**src/rtl/regfile_16x32_if.sv**
```systemverilog
// Register file access bundle: one write port, two read ports, and the
// externally supplied PC+8 that address 15 aliases to.
interface regfile_16x32_if;
  logic        we;
  logic [3:0]  wa;
  logic [31:0] wd;
  logic [3:0]  ra1;
  logic [3:0]  ra2;
  logic [31:0] pc_plus8;
  logic [31:0] rd1;
  logic [31:0] rd2;

  modport master (output we, wa, wd, ra1, ra2, pc_plus8, input rd1, rd2);
  modport slave  (input we, wa, wd, ra1, ra2, pc_plus8, output rd1, rd2);
endinterface

```
**src/rtl/regfile_16x32.sv**
```systemverilog
// 16-entry x 32-bit register file: R0-R14 are flops, R15 reads back pc_plus8.
// Writes land on the rising clk edge; writes to R15 are silently dropped.
// Reads are combinational on two independent ports.
// Optional macro REGFILE_BYPASS_EN: a read of the register being written
// this cycle returns wd (write-through) instead of the old stored value.
module regfile_16x32 #(
  parameter logic [31:0] RESET_VAL = 32'h0000_0000
) (
  input  logic            clk,
  input  logic            reset,
  regfile_16x32_if.slave  rf
);

  localparam int NREG = 15;

  logic [NREG-1:0] wen;
  logic [31:0]     regs_q [NREG];
  logic [31:0]     regs_d [NREG];
  logic [31:0]     rview  [16];

  // Write decoder: one enable per stored register; wa=15 matches nothing.
  always_comb begin
    wen = '0;
    for (int i = 0; i < NREG; i++)
      wen[i] = rf.we && (rf.wa == 4'(i));
  end

  // Next-state: enabled register takes wd, all others hold.
  always_comb begin
    for (int i = 0; i < NREG; i++)
      regs_d[i] = wen[i] ? rf.wd : regs_q[i];
  end

  // Storage; reset is asynchronous and wins over any same-cycle write.
  always_ff @(posedge clk or posedge reset) begin
    if (reset) begin
      for (int i = 0; i < NREG; i++)
        regs_q[i] <= RESET_VAL;
    end else begin
      for (int i = 0; i < NREG; i++)
        regs_q[i] <= regs_d[i];
    end
  end

  // 16-entry read view so both ports index with the full 4-bit address.
  always_comb begin
    for (int i = 0; i < NREG; i++)
      rview[i] = regs_q[i];
    rview[15] = rf.pc_plus8;
  end

  // Read ports.
  always_comb begin
    rf.rd1 = rview[rf.ra1];
    rf.rd2 = rview[rf.ra2];
`ifdef REGFILE_BYPASS_EN
    // Write-through, suppressed during reset so reads show the reset value.
    if (!reset && rf.we && rf.wa != 4'hF) begin
      if (rf.ra1 == rf.wa) rf.rd1 = rf.wd;
      if (rf.ra2 == rf.wa) rf.rd2 = rf.wd;
    end
`endif
  end

endmodule

```
**src/flat_wrapper.sv**
```systemverilog
// flat-port wrapper written by rule: the top's interface ports become plain ports
module regfile_16x32_flat 
#(
  parameter logic [31:0] RESET_VAL = 32'h0000_0000
)
  (clk, reset, rf_we, rf_wa, rf_wd, rf_ra1, rf_ra2, rf_pc_plus8, rf_rd1, rf_rd2);
  regfile_16x32_if rf_i ();
  input  logic clk;
  input  logic reset;
  input wire logic [$bits(rf_i.we)-1:0] rf_we;
  input wire logic [$bits(rf_i.wa)-1:0] rf_wa;
  input wire logic [$bits(rf_i.wd)-1:0] rf_wd;
  input wire logic [$bits(rf_i.ra1)-1:0] rf_ra1;
  input wire logic [$bits(rf_i.ra2)-1:0] rf_ra2;
  input wire logic [$bits(rf_i.pc_plus8)-1:0] rf_pc_plus8;
  output wire logic [$bits(rf_i.rd1)-1:0] rf_rd1;
  output wire logic [$bits(rf_i.rd2)-1:0] rf_rd2;
  assign rf_i.we = rf_we;
  assign rf_i.wa = rf_wa;
  assign rf_i.wd = rf_wd;
  assign rf_i.ra1 = rf_ra1;
  assign rf_i.ra2 = rf_ra2;
  assign rf_i.pc_plus8 = rf_pc_plus8;
  assign rf_rd1 = rf_i.rd1;
  assign rf_rd2 = rf_i.rd2;
  regfile_16x32 #(.RESET_VAL(RESET_VAL)) u_core (.clk(clk), .reset(reset), .rf(rf_i));
endmodule
```
**config.mk**
```make
export PLATFORM = sky130hd
export DESIGN_NAME = regfile_16x32_flat
export DESIGN_NICKNAME = d
export VERILOG_FILES = /design/src/rtl/regfile_16x32_if.sv /design/src/rtl/regfile_16x32.sv /design/src/flat_wrapper.sv
export SDC_FILE = /design/constraint.sdc
export NUM_CORES = 1
export LEC_CHECK = 0
export CORE_MARGIN = 5
export CORE_UTILIZATION = 61
export DETAILED_ROUTE_END_ITERATION = 10
export GPL_ROUTABILITY_DRIVEN = 0
export PLACE_DENSITY = 0.89
export REMOVE_ABC_BUFFERS = 1
export SYNTH_ARGS = -nofsm -noshare
export SYNTH_HDL_FRONTEND = slang
export SYNTH_SLANG_ARGS = --single-unit
```
**constraint.sdc**
```tcl
create_clock -name clk -period 21.1 [get_ports clk]
set_clock_uncertainty 0.15 [all_clocks]
set_input_delay 5.275 -clock clk [delete_from_list [all_inputs] [get_ports clk]]
set_output_delay 5.275 -clock clk [all_outputs]
set_load 0.02 [all_outputs]
```
Word-level counts from Yosys, hierarchy flattened
Index checks and enable logic that the tools add are counted. W data, S select, Z words.

Logic and storage cells: 55. Output and inout bits: 64. Register bits after elaboration: 480.

Equality and inequality tests: 14. Bitwise gates (word level): 2. Reductions and logical operators: 16. Order comparisons: 2. Multiplexer cells: 6.

Operators by type and width (number): $bmux W32 S4 (2); $mux W32 (4); $eq A4 B4 Y1 const B (7); $eq A4 B3 Y1 const B (4); $logic_and A1 B1 Y1 (15); $ge A5 B5 Y1 const B (2); $not A4 Y5 (2); $eq A4 B2 Y1 const B (2); $eq A4 B1 Y1 const B (1); $logic_not A4 Y1 (1).

Longest topological paths before layout
Gate-level depths: netlist (run 1).

Depth after elaboration: 4. Gate-level depth with buffers: 5. Mapped depth without buffers: 3.

Worst setup path after synthesis (run 1)
Ideal clock, no wire load.

Path type: in2out. Start point: input rf_ra1[0]. End point: output rf_rd1[13]. Arrival: 6.587 ns. Cell stages on the path: 5. Path buffers: 2. Data required time: 15.675 ns. Slack: 9.088 ns. Path through: buf_4 buf_2 mux4_2 a22oi_1 nand2_1.

Longest elaborated chain between the ends: 4.

RTL lines: start, declared (RTL line flat_wrapper.sv:13) `input wire logic [$bits(rf_i.ra1)-1:0] rf_ra1;`; $not A4 Y5 (implied by the code) (RTL line regfile_16x32.sv:54) `rf.rd1 = rview[rf.ra1];`; $bmux W32 S4 (RTL line regfile_16x32.sv:54); $mux W32 (implied by the code) (2 in a row) (RTL line regfile_16x32.sv:54); end, declared (RTL line flat_wrapper.sv:16) `output wire logic [$bits(rf_i.rd1)-1:0] rf_rd1;`.

No other way between the ends. The select of a mux whose other input is x is not followed.

Worst setup path after layout (run 1)
Start point: input rf_ra2[0]. End point: output rf_rd2[4].

Longest elaborated chain between the ends: 4.

RTL lines: start, declared (RTL line flat_wrapper.sv:14) `input wire logic [$bits(rf_i.ra2)-1:0] rf_ra2;`; $not A4 Y5 (implied by the code) (RTL line regfile_16x32.sv:55) `rf.rd2 = rview[rf.ra2];`; $bmux W32 S4 (RTL line regfile_16x32.sv:55); $mux W32 (implied by the code) (2 in a row) (RTL line regfile_16x32.sv:55); end, declared (RTL line flat_wrapper.sv:17) `output wire logic [$bits(rf_i.rd2)-1:0] rf_rd2;`.

No other way between the ends. The select of a mux whose other input is x is not followed.

==> results_dict.tcl, run 1 <==
set metrics [dict create \
    outcome "completed" \
    p_leak_nw 11.8 \
    layout_common_cells "dfrtp_1, mux2_2, mux4_2" \
    pin_count 143 \
    grt_max_degree 139 \
    overflow 0 \
    postCtsSetupRepairBufs 0 \
    largest_reg_flops 480 \
    num_vias 16100 \
    critPathCaptureType "output port" \
    insertion_delay_ns 0.58 \
    ant_nets 0 \
    post-route-period-util_pct 68.1 \
    totalPowerFinal_mw 2.91 \
    clock-root-buffer "clkbuf_16" \
    ys_ff_latch 480 \
    fp-row-count 74 \
    r2r_slack_ns 20.11 \
    remaining_drc_errors 0 \
    post_cts_resized 0 \
    cts_tree "done" \
    synth_seq_area_share_pct 47.4 \
    layout_min_cycle_time_ns 14.37 \
    holdWs_ns 0.367 \
    die_x_um 214 \
    vdd_drop_max_uv 71.7 \
    worstRegToRegCells 1 \
    cp-startpoint "rf_ra2[0]" \
    crit_required_ns 15.68 \
    worst_path_most_repeated_cell "buf_4" \
    cts_inserted_buffers 49 \
    vias_per_cell 7.18 \
    routed_wl_mm 66.3 \
    cts.sinks 480 \
    wire_per_inst_um 29.6 \
    worstPathArrival_ns 8.95 \
    area_growth_pct 13.4 \
    hold_depth 1 \
    p_per_area_nw_per_um2 101 \
    start_util_pct 61.9 \
    grt_usage_pct 29.9 \
    fin_ws_ns 6.73 \
    cp_slowest_stage_delay_ns 0.85 \
    stdcell_count 2237 \
    drive_gt1_share_pct 50.9 \
    dp_hpwl_mm 35.7 \
    crit_slowest_cell "buf_4" \
    min_to "u_core.regs_q[402]" \
    path_buf_inv 4 \
    final_hold_viol_count 0 \
    antenna_cells 0 \
    pre_cts_slack_ns 6.57 \
    clk_pin_slew_worst_paths_ns 0.06 \
    syn_area_um2 25300 \
    crit_chain "clkbuf_8 > buf_4 > buf_4 > mux4_2 > a22oi_1 > nand2_1 > clkdlybuf4s50_1" \
    hp-class "reg2reg" \
    synth_cells 1609 \
    rsz0062_at_grt "false" \
    top_regs "u_core.regs_q (480)" \
    critPathTopFamily "buffers and inverters" \
    synthDominantCellAreaShare_pct 47.4 \
    cts_max_level 2 \
    finalSetupTns_ns 0 \
    multi_input_area_um2 12700 \
    grt_first_pass_wirelength_mm 104 \
    final_common_cell "dfrtp_1" \
    fmax_ghz 0.0696 \
    syn_avg_cell_area_um2 15.7 \
    top_register "u_core.regs_q" \
    placed_cells 2146 \
    relSlewSlack_pct 18.3 \
    synthTopCellsByArea "dfrtp_1, mux4_2, mux2_2, a22oi_1, buf_2" \
    nets 1744 \
    synth_top_area_cell "dfrtp_1" \
    cts_buffer_depth 3 \
    core_um2 40900 \
    reg2reg_to "u_core.regs_q[420]" \
    path_class "in2out" \
    antenna_found_initial 0 \
    worstHoldStart "u_core.regs_q[402]" \
    synth.distinct_cells 20 \
    die-area_um2 45700 \
    n_fill_cell 2584 \
    worst_pin_slew_ns 1.22 \
    io_buffers 142 \
    timing.rr.start "u_core.regs_q[420]" \
    drt-initial-drc-count 1479 \
    cp_max_fo 47 \
    startpoint_type "input port" \
    seq_area_um2 12000 \
    first_pass_iters 7 \
    yosysWarnings 0 \
    cap_viol_max_count 0 \
    hold_buffers 0 \
    die_y_um 214 \
    grt_pass1_vias 17400 \
    setup_viol 0 \
    slew_viol_final 0 \
]
cell type report:
cell class | instances | area share (%)
Sequential cell | 480 | 41.8
Timing Repair Buffer | 174 | 5.82
Tap cell | 532 | 2.32
Clock buffer | 74 | 5.30
Multi-Input combinational cell | 959 | 44.1
Inverter | 1 | 0.0392
Clock inverter | 17 | 0.571
cell families (layout without fill, tap and decap cells):
family                 after synthesis  count (layout)  synth area share (%)
flip-flops                         480             480                  47.4
AND/OR/NAND/NOR                     95              95                  1.62
buffers and inverters              170             266                  3.03
multiplexers                       736             736                  44.1
AO/OA/AOI/OAI                      128             128                  3.80
how the worst max path moves through the flow:
| stage | endpoint | cells past startpoint |
|---|---|---|
| final | rf_rd2[4] | 7 |
| after floorplan | u_core.regs_q[0] | 1 |
| after CTS | rf_rd2[4] | 7 |
| after global routing | rf_rd2[4] | 7 |
| after detailed placement | rf_rd2[4] | 7 |
| after global placement | rf_rd2[4] | 7 |
stage by stage:
stage / utilization, % / area, um2
after CTS: 70.2 / 28700
after global routing: 70.2 / 28700
after detailed placement: 66.0 / 27000
after global placement: 66.0 / 27000
after floorplan: - / 24600
final: 70.2 / 28700
synth_stat cells:
cell / count
nand3_1: 1
a22oi_1: 128
and2_1: 2
buf_2: 70
nor3b_2: 1
buf_4: 5
mux2_1: 11
buf_6: 3
or3_1: 2
nand2_1: 66
clkbuf_1: 77
mux2_2: 469
inv_1: 1
nor2_1: 11
nor2b_1: 5
nand2b_1: 5
buf_1: 14
nand3b_1: 2
mux4_2: 256
dfrtp_1: 480
layer usage:
layer	routed length [um]	track usage, %
met1	25600	42.0
met2	32100	47.2
met3	6440	7.34
met4	2170	9.78
met5	0	0
power breakdown:
part,switching [mW],internal (mW)
Sequential,0.165,1.14
Combinational,0.273,0.442
Clock,0.364,0.534
No activity file was read; power rests on OpenSTA's default activity.
==> run 2, diff against run 1 <==
==> constraint.sdc (replaced) <==
create_clock -name clk -period 13.5 [get_ports clk]
set_clock_uncertainty 0.15 [all_clocks]
set_input_delay 3.375 -clock clk [delete_from_list [all_inputs] [get_ports clk]]
set_output_delay 3.375 -clock clk [all_outputs]
set_load 0.02 [all_outputs]
==> results_dict.tcl, run 2 (synthesized netlist as in run 1, its figures left out) <==
set metrics [dict create \
    outcome "completed" \
    setup_viol 0 \
    hold_buffers 0 \
    clk_pin_slew_worst_paths_ns 0.06 \
    placed_cell_area_um2 27100 \
    routed_wl_mm 66.7 \
    final_common_cell "dfrtp_1" \
    vias_per_cell 7.18 \
    critPathTopFamily "buffers and inverters" \
    reg2reg_to "u_core.regs_q[343]" \
    layout_common_cells "dfrtp_1, mux2_2, mux4_2" \
    die_y_um 214 \
    cp.depth 6 \
    p_per_area_nw_per_um2 161 \
    postCtsSetupRepairBufs 0 \
    r2r_slack_ns 12.52 \
    final_hold_viol_count 0 \
    post-route-period-util_pct 73.4 \
    first_pass_iters 5 \
    cts_buffer_depth 3 \
    clock-root-buffer "clkbuf_16" \
    antenna_cells 0 \
    die-area_um2 45700 \
    ant_nets 0 \
    num_vias 16100 \
    timing.rr.start "u_core.regs_q[343]" \
    path_buf_inv 3 \
    die_x_um 214 \
    cts_inserted_buffers 49 \
    relSlewSlack_pct 27.5 \
    fp-row-count 74 \
    grt_first_pass_wirelength_mm 104 \
    io_buffers 142 \
    cts_tree "done" \
    post_cts_resized 0 \
    drive_gt1_share_pct 50.9 \
    grt_pass1_vias 17500 \
    area_growth_pct 13.8 \
    critPathCaptureType "output port" \
    min_to "u_core.regs_q[268]" \
    crit_slowest_cell "buf_4" \
    cts.sinks 480 \
    worstRegToRegCells 1 \
    largest_reg_flops 480 \
    overflow 0 \
    cp_slowest_stage_delay_ns 0.73 \
    fin_util_pct 70.4 \
    insertion_delay_ns 0.59 \
    cap_viol_max_count 0 \
    worstHoldStart "u_core.regs_q[268]" \
    pin_count 143 \
    remaining_drc_errors 0 \
    worst_pin_slew_ns 1.09 \
    start_util_pct 61.9 \
    crit_chain "clkbuf_8 > buf_4 > mux4_2 > a22oi_1 > nand2_1 > clkdlybuf4s50_1" \
    antenna_found_initial 3 \
    design_area_um2 28800 \
    n_fill_cell 2528 \
    layout_min_cycle_time_ns 9.91 \
    wire_per_inst_um 29.8 \
    hold_depth 1 \
    cp_max_fo 55 \
    totalPowerFinal_mw 4.62 \
    nets 1746 \
    fmax_ghz 0.101 \
    p_leak_nw 11.8 \
    top_register "u_core.regs_q" \
    finalSetupTns_ns 0 \
    core_um2 40900 \
    hp-class "reg2reg" \
    top_regs "u_core.regs_q (480)" \
    rsz0062_at_grt "false" \
    startpoint_type "input port" \
    grt_usage_pct 30.0 \
    grt_max_degree 165 \
    cts_max_level 2 \
    slew_viol_final 0 \
    dp_hpwl_mm 36.6 \
    path_class "in2out" \
    crit_required_ns 9.97 \
    vdd_drop_max_uv 98.0 \
    drt-initial-drc-count 1816 \
    worstPathArrival_ns 6.38 \
]
[run 2: layout make-up]
cell class	count	area (um2)	share of cell area (%)
Clock inverter	20	290	1.01
Tap cell	532	666	2.31
Timing Repair Buffer	176	1700	5.90
Sequential cell	480	12000	41.7
Multi-Input combinational cell	959	12700	44.0
Clock buffer	69	1460	5.08
Inverter	1	11.3	0.0391
[run 2: worst max-delay path by stage]
stage,slack [ns],endpoint,startpoint
2_1_floorplan,-3.42,u_core.regs_q[0],reset
3_3_place_gp,3.65,rf_rd1[1],rf_ra1[0]
3_5_place_dp,3.60,rf_rd1[23],rf_ra1[0]
4_1_cts,3.57,rf_rd1[22],rf_ra1[0]
5_1_grt,3.38,rf_rd1[14],rf_ra1[0]
6_report,3.59,rf_rd1[22],rf_ra1[0]
[run 2: where the power goes]
part / leakage [nW] / switching, mW / total, mW / internal [mW]
clock: 0.862 / 0.584 / 1.47 / 0.889
combinational: 5.06 / 0.428 / 1.12 / 0.690
sequential: 5.89 / 0.255 / 2.03 / 1.78
[run 2: routing by layer]
layer | vias up | global-route usage [%] | wire [um]
li1 | 6421 | - | -
met1 | 8589 | 41.3 | 25600
met2 | 872 | 47.9 | 32400
met3 | 185 | 7.70 | 6560
met4 | 4 | 9.65 | 2130
met5 | - | 0 | 23
[run 2: per-stage QoR]
stage	std cells	setup slack [ns]	hold slack (ns)
6_report	2237	3.59	0.373
5_1_grt	2237	3.38	0.382
4_1_cts	2237	3.57	0.374
3_5_place_dp	2148	3.60	0.358
3_3_place_gp	2148	3.65	0.336
2_1_floorplan	1440	-3.42	0.320
==> run 3, diff against run 2 <==
==> constraint.sdc (replaced) <==
create_clock -name clk -period 10.04 [get_ports clk]
set_clock_uncertainty 0.15 [all_clocks]
set_input_delay 2.51 -clock clk [delete_from_list [all_inputs] [get_ports clk]]
set_output_delay 2.51 -clock clk [all_outputs]
set_load 0.02 [all_outputs]
==> results_dict.tcl, run 3 (synthesized netlist as in run 1, its figures left out) <==
set metrics [dict create \
    final_common_cell "dfrtp_1" \
    crit_slowest_cell "nor2b_4" \
    die-area_um2 45700 \
    critPathCaptureType "output port" \
    fmax_ghz 0.126 \
    drive_gt1_share_pct 51.1 \
    grt_first_pass_wirelength_mm 106 \
    rsz0062_at_grt "false" \
    pre_cts_slack_ns 2.22 \
    vdd_drop_max_uv 130 \
    num_vias 16400 \
    path_buf_inv 3 \
    design_area_um2 28800 \
    layout_min_cycle_time_ns 7.94 \
    crit_chain "clkdlybuf4s50_1 > nor2b_4 > buf_4 > a22oi_1 > nand2_1 > clkdlybuf4s50_1" \
    slew_viol_final 0 \
    die_x_um 214 \
    layout_common_cells "dfrtp_1, mux2_2, mux4_2" \
    first_pass_iters 7 \
    p_per_area_nw_per_um2 216 \
    placed_cell_area_um2 27100 \
    startpoint_type "input port" \
    cts_inserted_buffers 50 \
    finalSetupTns_ns 0 \
    p_leak_nw 11.8 \
    totalPowerFinal_mw 6.24 \
    cts_buffer_depth 3 \
    wire_per_inst_um 30.5 \
    io_buffers 142 \
    cts_tree "done" \
    fin_util_pct 70.5 \
    cp_slowest_stage_delay_ns 0.70 \
    hp-class "reg2reg" \
    nets 1748 \
    worstPathArrival_ns 5.28 \
    post-route-period-util_pct 79.1 \
    worst_pin_slew_ns 1.33 \
    overflow 0 \
    grt_usage_pct 30.6 \
    clock-root-buffer "clkbuf_16" \
    cp_max_fo 17 \
    crit_required_ns 7.38 \
    top_register "u_core.regs_q" \
    drt-initial-drc-count 1707 \
    insertion_delay_ns 0.59 \
    largest_reg_flops 480 \
    critPathTopFamily "buffers and inverters" \
    setup_viol 0 \
    die_y_um 214 \
    cts.sinks 480 \
    fp-row-count 74 \
    top_regs "u_core.regs_q (480)" \
    outcome "completed" \
    antenna_found_initial 0 \
    area_growth_pct 13.9 \
    cap_viol_max_count 0 \
    path_class "in2out" \
    post_cts_resized 0 \
    remaining_drc_errors 0 \
    start_util_pct 61.9 \
    cts_max_level 2 \
    core_um2 40900 \
    pin_count 143 \
    clk_pin_slew_worst_paths_ns 0.06 \
    relSlewSlack_pct 11.3 \
    grt_pass1_vias 17900 \
    hold_buffers 0 \
    final_hold_viol_count 0 \
    grt_max_degree 138 \
    vias_per_cell 7.32 \
    stdcell_count 2242 \
    placed_cells 2149 \
    holdWs_ns 0.369 \
    fin_ws_ns 2.10 \
    routed_wl_mm 68.3 \
    dp_hpwl_mm 39.1 \
    worst_path_most_repeated_cell "clkdlybuf4s50_1" \
    postCtsSetupRepairBufs 0 \
    ant_nets 0 \
]
==> run 3: report_power, final <==
part / switching [mW] / internal (mW)
combinational: 0.606 / 0.933
sequential: 0.348 / 2.39
clock: 0.798 / 1.17
total: 1.75 / 4.49
==> run 3: final timing paths <==
path	cells past startpoint	startpoint	slack [ns]	endpoint
max	6	rf_ra2[3]	2.10	rf_rd2[13]
min in group asynchronous	2	reset	2.23	u_core.regs_q[378]
max in group asynchronous	4	reset	5.47	u_core.regs_q[202]
min	1	u_core.regs_q[400]	0.37	u_core.regs_q[400]
min reg2reg	1	u_core.regs_q[400]	0.37	u_core.regs_q[400]
max reg2reg	1	u_core.regs_q[435]	9.04	u_core.regs_q[435]
==> run 3: routing by layer <==
metal	share of wire, %	track usage (%)	up-vias
li1	-	-	6419
met1	38	42.2	8847
met2	48	47.7	949
met3	10	8.79	190
met4	3.4	10.9	0
met5	0	0	-
==> run 3: cell type report <==
type,count,area (um2)
Inverter,1,11.3
Clock inverter,25,292
Sequential cell,480,12000
Timing Repair Buffer,177,1760
Tap cell,532,666
Fill cell,2485,12100
Antenna cell,1,2.50
Clock buffer,67,1450
Multi-Input combinational cell,959,12700
